--- src/rtl/pulse_collector_pkg.sv ---
// Shared types and helpers for the pulse collector: FSM state encoding and saturating add.
package pulse_collector_pkg;

    typedef enum logic [1:0] {
        IDLE  = 2'd0,
        ACCUM = 2'd1,
        OFFER = 2'd2
    } state_t;

    // Result clamps at 2**width-1; callers truncate to their own width.
    function automatic int unsigned sat_add(input int unsigned a, input int unsigned b,
                                            input int unsigned width);
        int unsigned max_val;
        int unsigned sum;
        max_val = (width >= 32) ? 32'hFFFF_FFFF : ((32'd1 << width) - 32'd1);
        sum     = a + b;
        return (sum > max_val) ? max_val : sum;
    endfunction

endpackage

--- src/rtl/pulse_collector_sat_cnt.sv ---
// CW-bit saturating counter with synchronous load (load wins over inc) and a drop flag
// that is high when an increment is requested while already at the maximum.
module pulse_collector_sat_cnt
    import pulse_collector_pkg::*;
#(
    parameter int CW = 4
) (
    input  logic          clk,
    input  logic          rst_n,
    input  logic          inc,
    input  logic          load,
    input  logic [CW-1:0] load_val,
    output logic [CW-1:0] value,
    output logic          drop
);

    assign drop = inc & ~load & (value == '1);

    // NOTE: sequential state is written with <= only, so every flop samples pre-edge values.
    always_ff @(posedge clk or negedge rst_n) begin
        if (!rst_n) begin
            value <= '0;
        end else if (load) begin
            value <= load_val;
        end else if (inc) begin
            value <= CW'(sat_add(32'(value), 32'd1, 32'(CW)));
        end
    end

endmodule

--- src/rtl/pulse_collector.sv ---
// Counts rising edges of pulse_in over a WINDOW-edge batch and offers the count over valid/ready.
// Optional PULSE_COLLECTOR_OVF_EN adds a per-batch sticky overflow output (ovf).
module pulse_collector
    import pulse_collector_pkg::*;
#(
    parameter int CW     = 4,
    parameter int WINDOW = 8
) (
    input  logic          clk,
    input  logic          rst_n,
    input  logic          pulse_in,
    input  logic          out_ready,
    output logic          out_valid,
    output logic [CW-1:0] out_count,
    output logic          busy
`ifdef PULSE_COLLECTOR_OVF_EN
    ,
    output logic          ovf
`endif
);

    localparam int WW = ($clog2(WINDOW) > 0) ? $clog2(WINDOW) : 1;

    state_t        state, state_nxt;
    logic [WW-1:0] timer, timer_nxt;
    logic          pulse_q, ev, hs, reload;
    logic          cnt_inc, cnt_load, cnt_drop;
    logic          pend_inc, pend_load, pend_drop;
    logic [CW-1:0] cnt_load_val, cnt, pend;

    assign ev        = pulse_in & ~pulse_q;
    assign out_valid = (state == OFFER);
    assign hs        = out_valid & out_ready;
    assign reload    = (pend != '0) | ev;
    assign busy      = (state != IDLE);
    assign out_count = cnt;

    always_ff @(posedge clk or negedge rst_n) begin
        if (!rst_n) begin
            state   <= IDLE;
            timer   <= '0;
            pulse_q <= 1'b0;
        end else begin
            state   <= state_nxt;
            timer   <= timer_nxt;
            pulse_q <= pulse_in;
        end
    end

    // NOTE: every output of this block gets a default first, so no path can infer a latch.
    always_comb begin
        state_nxt    = state;
        timer_nxt    = timer;
        cnt_inc      = 1'b0;
        cnt_load     = 1'b0;
        cnt_load_val = '0;
        pend_inc     = 1'b0;
        pend_load    = 1'b0;
        case (state)
            IDLE: begin
                if (ev) begin
                    state_nxt    = ACCUM;
                    cnt_load     = 1'b1;
                    cnt_load_val = CW'(1);
                    timer_nxt    = WW'(WINDOW - 1);
                end
            end
            ACCUM: begin
                cnt_inc = ev;
                if (timer == '0) state_nxt = OFFER;
                else             timer_nxt = timer - 1'b1;
            end
            OFFER: begin
                if (hs) begin
                    // Events seen while offering seed the next batch; the handshake edge's own event too.
                    pend_load    = 1'b1;
                    cnt_load     = 1'b1;
                    cnt_load_val = CW'(sat_add(32'(pend), 32'(ev), 32'(CW)));
                    if (reload) begin
                        state_nxt = ACCUM;
                        timer_nxt = WW'(WINDOW - 1);
                    end else begin
                        state_nxt = IDLE;
                    end
                end else begin
                    pend_inc = ev;
                end
            end
            default: state_nxt = IDLE;
        endcase
    end

    pulse_collector_sat_cnt #(.CW(CW)) u_cnt (
        .clk      (clk),
        .rst_n    (rst_n),
        .inc      (cnt_inc),
        .load     (cnt_load),
        .load_val (cnt_load_val),
        .value    (cnt),
        .drop     (cnt_drop)
    );

    pulse_collector_sat_cnt #(.CW(CW)) u_pend (
        .clk      (clk),
        .rst_n    (rst_n),
        .inc      (pend_inc),
        .load     (pend_load),
        .load_val ('0),
        .value    (pend),
        .drop     (pend_drop)
    );

`ifdef PULSE_COLLECTOR_OVF_EN
    logic ovf_q, pend_ovf_q;

    always_ff @(posedge clk or negedge rst_n) begin
        if (!rst_n) begin
            ovf_q      <= 1'b0;
            pend_ovf_q <= 1'b0;
        end else if (hs) begin
            ovf_q      <= reload & (pend_ovf_q | (ev & (pend == '1)));
            pend_ovf_q <= 1'b0;
        end else begin
            if (cnt_drop)  ovf_q      <= 1'b1;
            if (pend_drop) pend_ovf_q <= 1'b1;
        end
    end

    assign ovf = ovf_q & out_valid;
`else
    logic unused_drops;
    assign unused_drops = cnt_drop | pend_drop;
`endif

endmodule

--- config.mk ---
export PLATFORM = sky130hd
export DESIGN_NAME = pulse_collector
export DESIGN_NICKNAME = d
export VERILOG_FILES = /design/src/rtl/pulse_collector_pkg.sv /design/src/rtl/pulse_collector_sat_cnt.sv /design/src/rtl/pulse_collector.sv
export SDC_FILE = /design/constraint.sdc
export NUM_CORES = 1
export LEC_CHECK = 0
export ABC_AREA = 1
export BUFFER_PORTS_ARGS = -buffer_cell sky130_fd_sc_hd__buf_2
export CORE_ASPECT_RATIO = 1.5
export CORE_MARGIN = 2
export CORE_UTILIZATION = 52
export DETAILED_ROUTE_END_ITERATION = 16
export PLACE_DENSITY = 0.74
export SLEW_MARGIN = 20
export SYNTH_ARGS = -nofsm -noshare
export SYNTH_HDL_FRONTEND = slang
export SYNTH_SLANG_ARGS = --single-unit
--- constraint.sdc ---
create_clock -name clk -period 1.6 [get_ports clk]
set_input_delay 0.08 -clock clk [delete_from_list [all_inputs] [get_ports clk]]
set_output_delay 0.08 -clock clk [all_outputs]
set_load 0.02 [all_outputs]
Word-level counts from Yosys, hierarchy flattened:

Index checks and enable logic that the tools add are counted.

* logic and storage cells: 59
* output and inout bits: 6
* register bits: 14
* input bits: 4

* equal/unequal tests: 7
* $add $sub $neg: 4
* reduce and logical (&&, ||, !) cells: 9
* order comparisons: 3
* mux-type cells: 27
* bitwise logic cells: 4

Operator list (number)
* two-way mux 4 bit: 8
* greater-than comparator 5 x 4 -> 1 bit, second input constant: 3
* two-way mux 3 bit: 4
* adder 4 x 1 -> 5 bit, second input constant: 2
* one-hot mux 3 bit (3 select lines): 1
* two-way mux 1 bit: 8
* one-hot mux 4 bit (2 select lines): 1
* two-way mux 2 bit: 3
* != test 2 bit, second input constant: 3
* one-hot mux 2 bit (3 select lines): 1
* nonzero test 2 bit: 3
* adder 4 x 1 -> 5 bit: 1
* AND reduction 5 bit: 1
* != test 2 x 1 -> 1 bit, second input constant: 2
* nonzero test 4 bit: 1
* logical NOT 3 bit: 1
* AND reduction 3 bit: 1
* nonzero test 3 bit: 1
* subtractor 3 x 1 -> 3 bit, second input constant: 1
* bitwise AND 1 bit: 2
* equality test 2 x 1 -> 1 bit, second input constant: 1
* equality test 2 bit, second input constant: 1
* logical NOT 2 bit: 1
* one-hot mux 1 bit (2 select lines): 1
* 2 further kinds: 2

Longest topological paths before layout:

Gate-level depths: netlist (run 1).

* word-level depth: 8
* gate-level depth with buffers: 11
* mapped depth without buffers: 11

Cells and area by module:

A second synthesis (run 1) with hierarchy kept.

* cell total of the unflattened synthesis: 167
* area total of the unflattened synthesis: 1113.6 um2

Modules (own cells, without submodules)
* pulse_collector_sat_cnt: area each 301.5 um2, seq. area each 100.1 um2, cells an instance 44, times used 2
* pulse_collector: area each 510.5 um2, seq. area each 150.1 um2, cells an instance 79, times used 1

Least setup slack after synthesis (run 1):

Ideal clock, no wire load.

* path type: register -> register
* start point: register u_cnt.value[0]
* end point: register u_cnt.value[2]
* clock period less this slack: 1475 ps
* cell stages (with the launch flop): 10
* arrival time: 1402 ps
* setup slack: 125 ps
* setup time: 73 ps
* required time: 1527 ps
* path buffers: 0
* cell sequence: dfrtp_1 inv_1 ha_1 nor2_1 nand2_1 nor2_1 nand2_1 nand3_1 nand2_1 a21oi_2

* word-level cells in the longest chain between the ends: 5

Ends and longest elaborated chain
* start: declaration: RTL line pulse_collector_sat_cnt.sv:13 `output logic [CW-1:0] value,`
* start signal: assignment: RTL line pulse_collector_sat_cnt.sv:24 `value <= load_val;`
* start signal: assignment: RTL line pulse_collector_sat_cnt.sv:26 `value <= CW'(sat_add(32'(value), 32'd1, 32'(CW)));`
* adder 4 x 1 -> 5 bit *: RTL line pulse_collector_pkg.sv:16 `sum = a + b;`
* greater-than comparator 5 x 4 -> 1 bit: RTL line pulse_collector_pkg.sv:17 `return (sum > max_val) ? max_val : sum;`
* two-way mux 4 bit *: RTL line pulse_collector_pkg.sv:17
* two-way mux 4 bit *: RTL line pulse_collector_sat_cnt.sv:25 `end else if (inc) begin`
* two-way mux 4 bit *: RTL line pulse_collector_sat_cnt.sv:23 `end else if (load) begin`

Mark *: on every way between the ends. The rest lies on a longest branch, timed or not. The select of a mux whose other input is x is not followed.
A chain may end at the register's enable or synchronous reset.

Worst setup path after layout (run 1):

* start point: register pulse_q
* end point: register u_cnt.value[0]

* word-level cells in the longest chain between the ends: 8
* elaborated cells between the ends (all ways): 13
* those cells by class: add/sub (1); order compare (1); mux (8); bitwise (2); reduce/logical (1)

Ends and longest elaborated chain
* start: declaration: RTL line pulse_collector.sv:26 `logic pulse_q, ev, hs, reload;`
* start signal: assignment: RTL line pulse_collector.sv:46 `pulse_q <= pulse_in;`
* NOT 1 bit *: RTL line pulse_collector.sv:31 `assign ev = pulse_in & ~pulse_q;`
* bitwise AND 1 bit *: RTL line pulse_collector.sv:31
* adder 4 x 1 -> 5 bit: RTL line pulse_collector_pkg.sv:16
* greater-than comparator 5 x 4 -> 1 bit: RTL line pulse_collector_pkg.sv:17
* two-way mux 4 bit: RTL line pulse_collector_pkg.sv:17
* two-way mux 4 bit: RTL line pulse_collector.sv:74 `if (hs) begin`
* one-hot mux 4 bit (2 select lines): RTL line pulse_collector.sv:59 `case (state)`
* two-way mux 4 bit: RTL line pulse_collector_sat_cnt.sv:23

Mark *: on every way between the ends. The rest lies on a longest branch, timed or not.

==> flow_metrics.py, run 1 <==
metrics = {
    "cts": {
        "clock_latency_ns": 0.28,
        "cts.htree.levels": 1,
        "clock-sinks": 14,
        "cts_setup_buffers": 0,
        "cts_made_buffers": 3,
        "clockBufferDepth": 2,
        "cts-root-buf": "clkbuf_4",
        "tritoncts": "done",
        "clk_pin_slew_ns": 0.09,
    },
    "grt": {
        "grt_pass1_vias": 917,
        "antenna_found_initial": 0,
        "grt_max_degree": 15,
        "grt_pass1_wl_mm": 3.546,
        "gr-total-overflow": 0,
        "track_usage": 0.2225,
    },
    "setup_path": {
        "rr_startpoint": "pulse_q",
        "crit_path_end": "u_cnt.value[0]",
        "crit_path_end_kind": "register",
        "cp-startpoint": "pulse_q",
        "rr_worst_depth": 9,
        "r2r_end": "u_cnt.value[0]",
        "required_ns": 1.77,
        "arrival_ns": 1.64,
        "r2r_setup_slack_ns": 0.13,
        "start_kind": "register",
        "criticalPathCategory": "reg -> reg",
        "cp_max_fo": 3,
    },
    "synth": {
        "synth.distinct_cells": 23,
        "synth_top_area_frac": 0.3440,
        "yosysTopAreaCell": "dfrtp_1",
        "synth_nets": 154,
        "ys_seq_elements": 14,
        "yosys-top-cells-area": "dfrtp_1 34%, nand2_1 13%, ha_1 11%",
        "syn_area_sq_um": 1018,
        "synth_warnings": 0,
        "synth_cells": 141,
        "synth.avg_cell_area_sq_um": 7.223,
        "yosysSeqAreaShare": 0.3440,
    },
    "timing": {
        "skew_ns": 0.006758,
        "hold_violations": 0,
        "rsz0062_at_grt": "no",
        "max_freq_ghz": 0.6797,
        "slew_viol_final": 0,
        "fin_ws_ns": 0.1288,
        "min_period_over_period": 0.9195,
        "max-slew-margin-rel": 0.7853,
        "worstMarginPinSlew_ns": 0.3221,
        "fin_crit_ns": 1.471,
        "holdWs_ns": 0.07212,
        "finalSetupTns_ns": 0,
        "setup_viol": 0,
    },
    "min_path": {
        "min_path_type": "in -> reg",
        "min_path_cells": 2,
    },
    "detailed_routing": {
        "totalWireLength_mm": 2.003,
        "vias_per_cell": 5.225,
        "wl_per_cell_um": 11.25,
        "antenna_left": 0,
        "drt_iter0_markers": 9,
        "vias": 930,
        "dr.pass1.iters": 4,
        "drc": 0,
    },
    "layout": {
        "n_antenna_cell": 0,
        "most-common-layout-cells": "32 x nand2_1, 20 x inv_1, 16 x nor2_1",
        "area.growth.synth_to_final_pct": 14.74,
        "instances_no_fill": 178,
        "fin_nets": 171,
        "layout_commonest_cell": "nand2_1",
        "drive_gt1_frac": 0.2166,
    },
    "placed_design": {
        "post-dp-hpwl_mm": 1.611,
        "placed_cells": 172,
        "portBuffers": 9,
        "dpl_worst_slack_ns": 0.03964,
        "place_congestion": 0.8345,
    },
    "floorplanning": {
        "core_sq_um": 1831,
        "io_pins": 10,
        "num_rows": 19,
        "start_util": 0.5564,
        "die_y_um": 58.21,
        "die_x_um": 40.14,
        "dieArea_sq_um": 2336,
    },
    "power_and_ir_drop": {
        "p_leak_nw": 0.6275,
        "power_mw": 1.912,
        "p_per_area_nw_per_um2": 1636,
        "peakVddDrop_uv": 889.8,
    },
    "run": {
        "maxCapViolations": 0,
    },
    "status": {
        "status": "finished, final reports clean",
    },
}
==> metrics by stage <==
| stage | area [sq um] | utilization |
|---|---|---|
| floorplan | 1018 | - |
| global route | 1169 | 0.6384 |
| CTS | 1150 | 0.6282 |
| detailed placement | 1094 | 0.5974 |
| global placement | 1094 | 0.5974 |
| finish | 1169 | 0.6384 |
==> power by group <==
| group | internal (mW) | switching (mW) | leakage [nW] |
|---|---|---|---|
| clock | 0.138 | 0.118 | 0.0210 |
| sequential | 0.494 | 0.157 | 0.168 |
| combinational | 0.384 | 0.621 | 0.438 |
| total | 1.02 | 0.895 | 0.627 |
==> cell usage after synthesis <==
cell type  count
o21ai_2        2
nor4_1         1
o21ai_1        1
nand3_1       10
nor2_2         1
inv_2          3
xor2_1         1
a21oi_2        1
nor2_4         2
ha_1           9
o31ai_1        1
buf_6          1
inv_1         21
nand2_2        1
nand2_4        2
o21ai_0        9
dfrtp_1       14
nor3_1         1
nand2_1       34
a21oi_1        5
o21bai_1       1
nor2_1        17
nand4_1        3
==> layer usage <==
metal,vias to the layer above,wire length (um),share of wire,GRT usage
met5,-,0,0,0
met4,0,62,0.031,0.1182
met3,7,44,0.022,0.03448
met2,15,1120,0.56,0.4032
met1,430,776,0.39,0.2219
li1,478,-,-,-
==> worst max-delay path, cell delays in order (launching register included) <==
cell	delay, ns
dfrtp_1	0.34
inv_1	0.05
nand2_2	0.06
inv_2	0.05
ha_2	0.17
ha_2	0.18
nand2_2	0.10
nor2_2	0.05
nor4_2	0.27
o21bai_1	0.10
==> how the worst min path moves through the flow <==
stage                    from  endpoint  slack [ns]
finish              out_ready  state[1]        0.07
global placement        rst_n   pulse_q       -0.01
detailed placement      rst_n   pulse_q      -0.008
global route        out_ready  state[1]        0.09
floorplan               rst_n   pulse_q       -0.22
CTS                 out_ready  state[1]        0.08
==> timing repair <==
action                                  4_1_cts  5_1_grt
endpoints found under the setup margin        0        3
hold endpoints to repair                     15        0
resized for setup                             0        7
hold buffers                                  2        0
==> state kept, by name (all words and copies together) (netlist names) <==
| name | flops |
|---|---|
| timer | 3 |
| u_cnt.value | 4 |
| pulse_q | 1 |
| state | 2 |
| u_pend.value | 4 |
==> layout make-up <==
type                            instances  area, sq um
Inverter                               24        90.09
Multi-Input combinational cell        102        585.6
Fill cell                             176        661.9
Tap cell                               21        26.28
Sequential cell                        14        350.3
Timing Repair Buffer                   13        80.08
Clock buffer                            4        36.28
==> cells by family (layout without fill, tap and decap cells) <==
logic type,Yosys count,in the layout,share of synthesized area
xor+xnor,1,1,0.008601
buf+inv,25,41,0.09951
flops,14,14,0.3440
fa+ha+maj,9,9,0.1106
compound gates,20,20,0.1142
simple gates,72,72,0.3231
(Power assumes the default switching activity.)
==> run 2, diff against run 1 <==
Settings changed: RECOVER_POWER set to 100.
==> run 2 against run 1 <==
Against the previous run: global-route usage stayed put; clock skew hardly changed; critical path type unchanged; register-to-register slack hardly changed; first-iteration DRC count is 11% lower; cell count stayed put; flip-flop and latch count stayed put.
==> flow_metrics.py, run 2 (synthesized netlist as in run 1, its figures left out) <==
metrics = {
    "status": {
        "status": "finished, final reports clean",
    },
    "setup_path": {
        "start_kind": "register",
        "arrival_ns": 1.64,
        "cp_max_fo": 3,
        "criticalPathCategory": "reg -> reg",
        "required_ns": 1.77,
        "crit_path_end_kind": "register",
    },
    "power_and_ir_drop": {
        "power_switching_mw": 0.8946,
        "power_frac_comb": 0.523,
        "p_leak_nw": 0.6066,
        "p_int_mw": 1.003,
        "sw_frac_of_total": 0.4716,
        "p_per_area_nw_per_um2": 1636,
        "peakVddDrop_uv": 886.8,
        "clock_power_share": 0.135,
        "seq_power_share": 0.342,
        "power_mw": 1.897,
    },
    "timing": {
        "max_freq_ghz": 0.6801,
        "holdWs_ns": 0.07562,
        "setup_viol": 0,
        "rsz0062_at_grt": "no",
        "worstMarginPinSlew_ns": 0.7563,
        "max-slew-margin-rel": 0.4958,
        "fin_ws_ns": 0.1296,
        "min_period_over_period": 0.9190,
        "hold_violations": 0,
        "skew_ns": 0.006386,
        "slew_viol_final": 0,
        "fin_crit_ns": 1.470,
        "finalSetupTns_ns": 0,
    },
    "layout": {
        "layout_commonest_cell": "nand2_1",
        "most-common-layout-cells": "32 x nand2_1, 21 x inv_1, 16 x nor2_1",
        "finalInstanceArea_sq_um": 1160,
        "reg_top3": "u_cnt.value: 4 flops, u_pend.value: 4 flops, timer: 3 flops",
        "fin_nets": 171,
        "n_antenna_cell": 0,
        "drive_gt1_frac": 0.1656,
        "area.growth.synth_to_final_pct": 13.88,
    },
    "detailed_routing": {
        "antenna_left": 0,
        "drt_iter0_markers": 8,
        "totalWireLength_mm": 1.990,
        "dr.pass1.iters": 4,
        "vias_per_cell": 5.208,
        "drc": 0,
        "vias": 927,
        "wl_per_cell_um": 11.18,
    },
    "cts": {
        "cts.htree.levels": 1,
        "cts_made_buffers": 3,
        "cts_setup_buffers": 0,
        "clk_pin_slew_ns": 0.09,
        "tritoncts": "done",
        "cts-root-buf": "clkbuf_4",
        "clockBufferDepth": 2,
        "clock-sinks": 14,
        "clock_latency_ns": 0.28,
    },
    "floorplanning": {
        "io_pins": 10,
        "core_sq_um": 1831,
        "dieArea_sq_um": 2336,
        "start_util": 0.5564,
        "num_rows": 19,
        "die_y_um": 58.21,
        "die_x_um": 40.14,
    },
    "grt": {
        "antenna_found_initial": 0,
        "grt_pass1_wl_mm": 3.546,
        "grt_pass1_vias": 917,
        "grt_max_degree": 15,
        "track_usage": 0.2225,
        "gr-total-overflow": 0,
    },
    "run": {
        "maxCapViolations": 0,
    },
    "placed_design": {
        "place_congestion": 0.8345,
        "dpl_worst_slack_ns": 0.03964,
        "portBuffers": 9,
        "placed_area_sq_um": 1094,
        "post-dp-hpwl_mm": 1.611,
    },
    "min_path": {
        "min_path_type": "in -> reg",
    },
}
[run 2: critical path, stage by stage (launching register included)]
cell,delay [ns]
dfrtp_1,0.34
inv_1,0.05
nand2_2,0.06
inv_2,0.05
ha_2,0.17
ha_2,0.18
nand2_2,0.10
nor2_2,0.05
nor4_2,0.27
o21bai_1,0.10
[run 2: cell type report]
type	count	area, sq um
inverter	24	90.09
sequential	14	350.3
timing repair buffer	13	71.32
fill	179	670.6
tap	21	26.28
clock buffer	4	36.28
multi-input combinational	102	585.6
[run 2: timing repair]
| item | 4_1_cts | 5_1_grt |
|---|---|---|
| endpoints found under the hold margin | 15 | 0 |
| hold buffers | 2 | 0 |
| gates resized for setup | 0 | 7 |
| setup endpoints to repair | 0 | 3 |
[run 2: power by group through the flow]
stage | Combinational, mW | Sequential (mW) | Clock (mW)
detailed placement | 0.997 | 0.658 | 0
global placement | 0.981 | 0.646 | 0
floorplan | 0.690 | 0.694 | 0
global route | 1.17 | 0.672 | 0.273
CTS | 1.01 | 0.650 | 0.264
finish | 0.992 | 0.649 | 0.255
[run 2: final timing paths]
path	from	to	slack, ns	cells past startpoint
max in group asynchronous	rst_n	u_cnt.value[3]	0.72	2
min in group asynchronous	rst_n	state[0]	0.40	2
max reg2reg	pulse_q	u_cnt.value[0]	0.13	9
max	pulse_q	u_cnt.value[0]	0.13	9
min reg2reg	timer[0]	timer[0]	0.54	1
min	out_ready	state[1]	0.08	2
[run 2: metrics by stage]
| step | utilization | cells |
|---|---|---|
| global placement | 0.5974 | 172 |
| detailed placement | 0.5974 | 172 |
| global route | 0.6336 | 178 |
| finish | 0.6336 | 178 |
| floorplan | - | 141 |
| CTS | 0.6282 | 178 |
[run 2: per-layer routing]
metal / part of all wire / vias up / wire length [um] / GRT usage
li1: - / 478 / - / -
met1: 0.39 / 430 / 770 / 0.2219
met2: 0.57 / 14 / 1134 / 0.4032
met3: 0.025 / 5 / 49 / 0.03448
met4: 0.019 / 0 / 37 / 0.1182
met5: 0 / - / 0 / 0
